**src/rtl/battery_pkg.sv**
```systemverilog
`default_nettype none
// +----------------------------------------------------------------------+
// | Module  : battery_pkg                                                |
// | Brief   : Mode encoding, speed codes and default rate constants for  |
// |           the battery manager, fan FSM and display driver.           |
// | Revision: 1.0 - initial release                                      |
// +----------------------------------------------------------------------+
package battery_pkg;

    typedef enum logic [1:0] {
        MODE_IDLE      = 2'd0,
        MODE_CHARGE    = 2'd1,
        MODE_DISCHARGE = 2'd2,
        MODE_LOCKOUT   = 2'd3
    } batt_mode_e;

    localparam logic [1:0] c_speed_neutral = 2'd0;
    localparam logic [1:0] c_speed_low     = 2'd1;
    localparam logic [1:0] c_speed_med     = 2'd2;
    localparam logic [1:0] c_speed_high    = 2'd3;

    // Base ticks (50 ms) per level step
    localparam int c_def_chg_t0 = 2;
    localparam int c_def_chg_t1 = 5;
    localparam int c_def_chg_t2 = 10;
    localparam int c_def_chg_t3 = 20;
    localparam int c_def_dis_t1 = 10;
    localparam int c_def_dis_t2 = 5;
    localparam int c_def_dis_t3 = 2;

endpackage
`default_nettype wire

```
**src/rtl/batt_rate_divider.sv**
```systemverilog
`default_nettype none
// +----------------------------------------------------------------------+
// | Module  : batt_rate_divider                                          |
// | Brief   : Counts base ticks and pulses step once every period ticks. |
// | Revision: 1.0 - initial release                                      |
// +----------------------------------------------------------------------+
module batt_rate_divider #(
    parameter int DIV_W = 6
) (
    input  logic             clk,
    input  logic             rst,
    input  logic             tick,
    input  logic             en,
    input  logic             clr,
    input  logic [DIV_W-1:0] period,
    output logic             step
);

    logic [DIV_W-1:0] r_cnt;
    logic             w_last;

    assign w_last = (r_cnt >= (period - DIV_W'(1)));
    // Clear wins over a coincident tick so a new rate always starts from zero
    assign step   = en && tick && !clr && w_last;

    always_ff @(posedge clk) begin
        if (rst) begin
            r_cnt <= '0;
        end else if (clr) begin
            r_cnt <= '0;
        end else if (en && tick) begin
            if (w_last) begin
                r_cnt <= '0;
            end else begin
                r_cnt <= r_cnt + DIV_W'(1);
            end
        end
    end

endmodule
`default_nettype wire

```
**src/rtl/battery_manager_v2.sv**
```systemverilog
`default_nettype none
// +----------------------------------------------------------------------+
// | Module  : battery_manager_v2                                         |
// | Brief   : Charge-level tracker with mode FSM, hysteretic low flag    |
// |           and empty lockout. Optional BATT_STATS_EN adds cycle_cnt.  |
// | Revision: 1.0 - initial release                                      |
// +----------------------------------------------------------------------+
module battery_manager_v2
    import battery_pkg::*;
#(
    parameter int LEVEL_W     = 8,
    parameter int MAX_LEVEL   = 99,
    parameter int INIT_LEVEL  = 99,
    parameter int LOW_SET     = 20,
    parameter int LOW_CLR     = 25,
    parameter int RECOVER_LVL = 5,
    parameter int DIV_W       = 6,
    parameter int CHG_T0      = c_def_chg_t0,
    parameter int CHG_T1      = c_def_chg_t1,
    parameter int CHG_T2      = c_def_chg_t2,
    parameter int CHG_T3      = c_def_chg_t3,
    parameter int DIS_T1      = c_def_dis_t1,
    parameter int DIS_T2      = c_def_dis_t2,
    parameter int DIS_T3      = c_def_dis_t3
) (
    input  logic               clk,
    input  logic               rst,
    input  logic               tick,
    input  logic               charge_en,
    input  logic [1:0]         speed,
    output logic [LEVEL_W-1:0] level,
    output logic               empty,
    output logic               full,
    output logic               low,
    output logic [1:0]         mode,
    output logic               fan_allow
`ifdef BATT_STATS_EN
    ,
    output logic [15:0]        cycle_cnt
`endif
);

    batt_mode_e         r_mode;
    batt_mode_e         r_mode_d;
    batt_mode_e         w_mode_next;
    logic [1:0]         r_speed_d;
    logic [LEVEL_W-1:0] r_level;
    logic               r_low;
    logic [DIV_W-1:0]   w_period;
    logic               w_div_en;
    logic               w_div_clr;
    logic               w_step;

    assign level     = r_level;
    assign mode      = r_mode;
    assign low       = r_low;
    assign empty     = (r_level == '0);
    assign full      = (r_level == LEVEL_W'(MAX_LEVEL));
    assign fan_allow = (r_mode != MODE_LOCKOUT);

    // Lockout only recharges while the charger is connected
    assign w_div_en  = (r_mode == MODE_CHARGE) || (r_mode == MODE_DISCHARGE) ||
                       ((r_mode == MODE_LOCKOUT) && charge_en);
    assign w_div_clr = (r_mode != r_mode_d) || (speed != r_speed_d);

    always_comb begin
        w_period = DIV_W'(CHG_T0);
        case (r_mode)
            MODE_CHARGE: begin
                case (speed)
                    c_speed_low:  w_period = DIV_W'(CHG_T1);
                    c_speed_med:  w_period = DIV_W'(CHG_T2);
                    c_speed_high: w_period = DIV_W'(CHG_T3);
                    default:      w_period = DIV_W'(CHG_T0);
                endcase
            end
            MODE_DISCHARGE: begin
                case (speed)
                    c_speed_med:  w_period = DIV_W'(DIS_T2);
                    c_speed_high: w_period = DIV_W'(DIS_T3);
                    default:      w_period = DIV_W'(DIS_T1);
                endcase
            end
            default: w_period = DIV_W'(CHG_T0);
        endcase
    end

    always_comb begin
        w_mode_next = r_mode;
        if (r_level == '0) begin
            w_mode_next = MODE_LOCKOUT;
        end else if (r_mode == MODE_LOCKOUT) begin
            if (r_level >= LEVEL_W'(RECOVER_LVL)) begin
                w_mode_next = MODE_IDLE;
            end
        end else if (charge_en) begin
            w_mode_next = MODE_CHARGE;
        end else if (speed != c_speed_neutral) begin
            w_mode_next = MODE_DISCHARGE;
        end else begin
            w_mode_next = MODE_IDLE;
        end
    end

    batt_rate_divider #(
        .DIV_W (DIV_W)
    ) u_rate_divider (
        .clk    (clk),
        .rst    (rst),
        .tick   (tick),
        .en     (w_div_en),
        .clr    (w_div_clr),
        .period (w_period),
        .step   (w_step)
    );

    always_ff @(posedge clk) begin
        if (rst) begin
            r_mode    <= MODE_IDLE;
            r_mode_d  <= MODE_IDLE;
            r_speed_d <= c_speed_neutral;
            r_level   <= LEVEL_W'(INIT_LEVEL);
            r_low     <= (INIT_LEVEL <= LOW_SET);
        end else begin
            r_mode    <= w_mode_next;
            r_mode_d  <= r_mode;
            r_speed_d <= speed;
            if (r_level <= LEVEL_W'(LOW_SET)) begin
                r_low <= 1'b1;
            end else if (r_level >= LEVEL_W'(LOW_CLR)) begin
                r_low <= 1'b0;
            end
            if (w_step) begin
                if (r_mode == MODE_DISCHARGE) begin
                    if (r_level != '0) begin
                        r_level <= r_level - LEVEL_W'(1);
                    end
                end else if (r_level != LEVEL_W'(MAX_LEVEL)) begin
                    r_level <= r_level + LEVEL_W'(1);
                end
            end
        end
    end

`ifdef BATT_STATS_EN
    logic [15:0] r_cycle_cnt;
    logic        w_enter_lock;
    logic        w_hit_full;

    assign cycle_cnt    = r_cycle_cnt;
    assign w_enter_lock = (w_mode_next == MODE_LOCKOUT) && (r_mode != MODE_LOCKOUT);
    assign w_hit_full   = w_step && (r_mode != MODE_DISCHARGE) &&
                          (r_level == LEVEL_W'(MAX_LEVEL - 1));

    always_ff @(posedge clk) begin
        if (rst) begin
            r_cycle_cnt <= '0;
        end else if ((w_enter_lock || w_hit_full) && (r_cycle_cnt != 16'hFFFF)) begin
            r_cycle_cnt <= r_cycle_cnt + 16'd1;
        end
    end
`endif

endmodule
`default_nettype wire

```
**config.mk**
```make
export PLATFORM = sky130hd
export DESIGN_NAME = battery_manager_v2
export DESIGN_NICKNAME = d
export VERILOG_FILES = /design/src/rtl/battery_pkg.sv /design/src/rtl/batt_rate_divider.sv /design/src/rtl/battery_manager_v2.sv
export SDC_FILE = /design/constraint.sdc
export NUM_CORES = 1
export LEC_CHECK = 0
export ABC_AREA = 1
export BUFFER_PORTS_ARGS = -buffer_cell sky130_fd_sc_hd__buf_2
export CAP_MARGIN = 10
export CORE_ASPECT_RATIO = 1.2
export CORE_MARGIN = 2
export CORE_UTILIZATION = 40
export CTS_BUF_LIST = sky130_fd_sc_hd__clkbuf_2
export DETAILED_ROUTE_END_ITERATION = 8
export SYNTH_ARGS = -nofsm -noshare
export SYNTH_HDL_FRONTEND = slang
export SYNTH_SLANG_ARGS = --single-unit
```
**constraint.sdc**
```tcl
create_clock -name clk -period 8 [get_ports clk]
set_input_delay 0.4 -clock clk [delete_from_list [all_inputs] [get_ports clk]]
set_output_delay 0.4 -clock clk [all_outputs]
set_load 0.005 [all_outputs]
```
==> results_dict.tcl <==
set metrics [dict create \
    status "completed" \
    synth.yosys.seq_area_share 0.2593 \
    final_area_sq_um 1782 \
    core_area_sq_um 3910 \
    critPathTopFamily "adder cells" \
    die_x_um 62.12 \
    reg2reg_from "mode[0]$_SDFFE_PP0P_" \
    place_hpwl_um 2832 \
    routed-via-count 1441 \
    rsz0062_at_grt "false" \
    cp_slowest_stage_delay_ns 0.50 \
    final_antenna_net_count 0 \
    path_clk_slew_ns 0.21 \
    fmax_mhz 328.2 \
    hp-class "input pin to flop" \
    ys_async_sr_fraction 0 \
    syn_area_sq_um 1622 \
    dpl_cell_area_sq_um 1762 \
    insertion_delay_ns 0.32 \
    drt_iter0_drc 47 \
    hold_depth 3 \
    worstHoldEndpoint "r_speed_d[0]$_SDFF_PP0_" \
    nets 277 \
    crit_arrival_ns 3.30 \
    period_needed_ns 3.047 \
    syn_nets 255 \
    cts_tree "yes" \
    cts_htree_levels 1 \
    endpoint_kind "flop" \
    finalWeightedCongestion 0.8708 \
    antenna_found_initial 0 \
    final_max_slew_viol_count 0 \
    max_slew.worst_pin.slew_ns 0.4735 \
    critPathSlowestCell "a221oi_1" \
    drt-vias-per-instance 4.709 \
    dr.pass1.iters 4 \
    cp_common_cell "ha_1" \
    required_ns 8.25 \
    vdd_drop_max_v 0.00003256 \
    fin_ws_ns 4.953 \
    multi_input_area_sq_um 1071 \
    grt_pass1_wl_um 5975 \
    rows 25 \
    fin_crit_sh 0.3809 \
    worstSetupPathType "flop to flop" \
    cp_num_buf_inv 2 \
    hold_violations 0 \
    ys_warn_count 0 \
    grtUsageTotal 0.1632 \
    rrSetupSlack_ns 4.95 \
    holdWs_ns 0.3457 \
    overflow 0 \
    post_cts_buffers 0 \
    setup_viol 0 \
    clockBufferDepth 2 \
    ctsResizeCount 0 \
    area_delta_synth_final_pct 9.877 \
    cts-root-buf "clkbuf_2" \
    cp-start-kind "flop" \
    antennaDiodeCount 0 \
    dieArea_sq_um 4581 \
    synth-edff-count 0 \
    clock-sinks 21 \
    start_util 0.4147 \
    worst-path-max-fanout 11 \
    leakagePower_nw 0.8713 \
    hp-start "speed[0]" \
    cap_viol_max_count 0 \
    post_drt_wl_per_cell_um 11.51 \
    path_cells "inv_1, ha_1, a221oi_1, ha_1, nand3_1, o31ai_1, inv_1, ha_1, nand4_1, o21ai_4, nand2_1, nand2_1, nor2_1" \
    worst_r2r_endpoint "u_rate_divider.r_cnt[5]$_SDFFE_PP0P_" \
    port_buffers 19 \
    grt_pass1_vias 1381 \
    cts-hold-fix-buffers 0 \
    totalWireLength_um 3523 \
    synth_cell_type_count 33 \
    power_density_nw_per_um2 108.3 \
    finalSetupTns_ns 0 \
    grt_max_degree 13 \
    pin_count 20 \
    syn_area_per_cell_sq_um 7.020 \
    finClkSkew_ns 0.01014 \
    die_h_um 73.75 \
    drc 0 \
    synthCells 231 \
    slew_headroom 0.6843 \
    preCtsSetupSlack_ns 4.999 \
    synth-seq-cells 21 \
    drive_above_1_share 0.1905 \
    ys.flop_type "dfxtp_1" \
    rr_worst_depth 13 \
    ff_latch_area_sq_um 420.4 \
    fill_cells 437 \
    cts_buffers 3 \
]
[kinds of logic (layout without fill, tap and decap cells)]
kind of cell / after synthesis / after routing / synth area share
compound gates: 23 / 23 / 0.08874
xor+xnor: 11 / 11 / 0.06404
fa+ha+maj: 18 / 18 / 0.1435
buf+inv: 30 / 51 / 0.08024
flops: 21 / 21 / 0.2593
simple gates: 128 / 128 / 0.3642
[where the power goes]
group	leakage, nW	switching, mW	internal (mW)
registers	0.171	0.00146	0.107
clock network	0.0164	0.0337	0.0113
logic	0.684	0.0252	0.0148
[area by class of cell]
| type | instances | share of cell area |
|---|---|---|
| multi-input cells | 180 | 0.6011 |
| flip-flops and latches | 21 | 0.2360 |
| inverters | 28 | 0.06039 |
| repair buffers | 19 | 0.05337 |
| well taps | 54 | 0.03792 |
| clock buffers | 3 | 0.008427 |
| clock inverters | 1 | 0.002809 |
[worst reg2reg max path, cell delays in order, from the launching register on]
cell,delay (ns)
dfxtp_1,0.44
inv_1,0.09
ha_1,0.38
a221oi_1,0.50
ha_1,0.27
nand3_1,0.08
o31ai_1,0.07
inv_1,0.07
ha_1,0.29
nand4_1,0.14
o21ai_4,0.31
nand2_1,0.10
nand2_1,0.18
nor2_1,0.06
[synthesized netlist by cell type, types with 2 or more instances]
cell	number	area [sq um]
nor2_1	24	90.09
nand2_1	59	221.5
a21oi_1	11	55.05
dfxtp_1	21	420.4
o21ai_0	5	25.02
xor2_1	6	52.55
nor2_2	8	50.05
inv_2	4	15.01
nor4_1	2	12.51
nand3_1	19	95.09
xnor2_1	4	35.03
buf_6	2	22.52
nor3_1	3	15.01
inv_1	22	82.58
nand2_2	4	25.02
nor2_4	3	33.78
nand4_1	2	12.51
ha_1	17	212.7
[flip-flops by register name, indices dropped and copies added, names as in the netlist]
register              count
u_rate_divider.r_cnt      6
mode                      2
low                       1
r_speed_d                 2
level                     8
r_mode_d                  2
[routing by layer]
metal | global-route usage | vias up | wire [um]
li1 | - | 783 | -
met1 | 0.1950 | 641 | 1645
met2 | 0.2959 | 13 | 1756
met3 | 0.01378 | 4 | 58
met4 | 0.08395 | 0 | 63
met5 | 0 | - | 0
[through the flow]
stage / utilization / instances / total power, mW
finish: 0.4557 / 306 / 0.1930
global route: 0.4557 / 306 / 0.2047
CTS: 0.4557 / 306 / 0.1962
detailed placement: 0.4506 / 302 / 0.1502
global placement: 0.4506 / 302 / 0.1501
floorplan: - / 231 / 0.1417
[cell usage in the layout, fill, tap and decap left out, types with 2 or more instances in the layout]
cell and instances:
a21oi_1 11, buf_2 19, clkbuf_2 3, dfxtp_1 21, ha_1 17, inv_1 22, inv_2 4, nand2_1 59
nand2_2 4, nand3_1 19, nand4_1 2, nor2_1 24, nor2_2 8, nor2_4 3, nor3_1 3, nor4_1 2
o21ai_0 5, xnor2_1 4, xor2_1 6
[how the worst max path moves through the flow]
stage,cells past startpoint,start,slack (ns),endpoint
after floorplan,13,mode[0]$_SDFFE_PP0P_,5.31,level[6]$_SDFFE_PP1P_
after global placement,13,mode[0]$_SDFFE_PP0P_,5.12,u_rate_divider.r_cnt[1]$_SDFFE_PP0P_
after detailed placement,13,mode[0]$_SDFFE_PP0P_,5.00,u_rate_divider.r_cnt[1]$_SDFFE_PP0P_
after CTS,13,mode[0]$_SDFFE_PP0P_,4.97,u_rate_divider.r_cnt[1]$_SDFFE_PP0P_
after global routing,13,mode[0]$_SDFFE_PP0P_,4.70,level[6]$_SDFFE_PP1P_
final,13,mode[0]$_SDFFE_PP0P_,4.95,u_rate_divider.r_cnt[5]$_SDFFE_PP0P_
No activity file was read; power rests on OpenSTA's default activity.
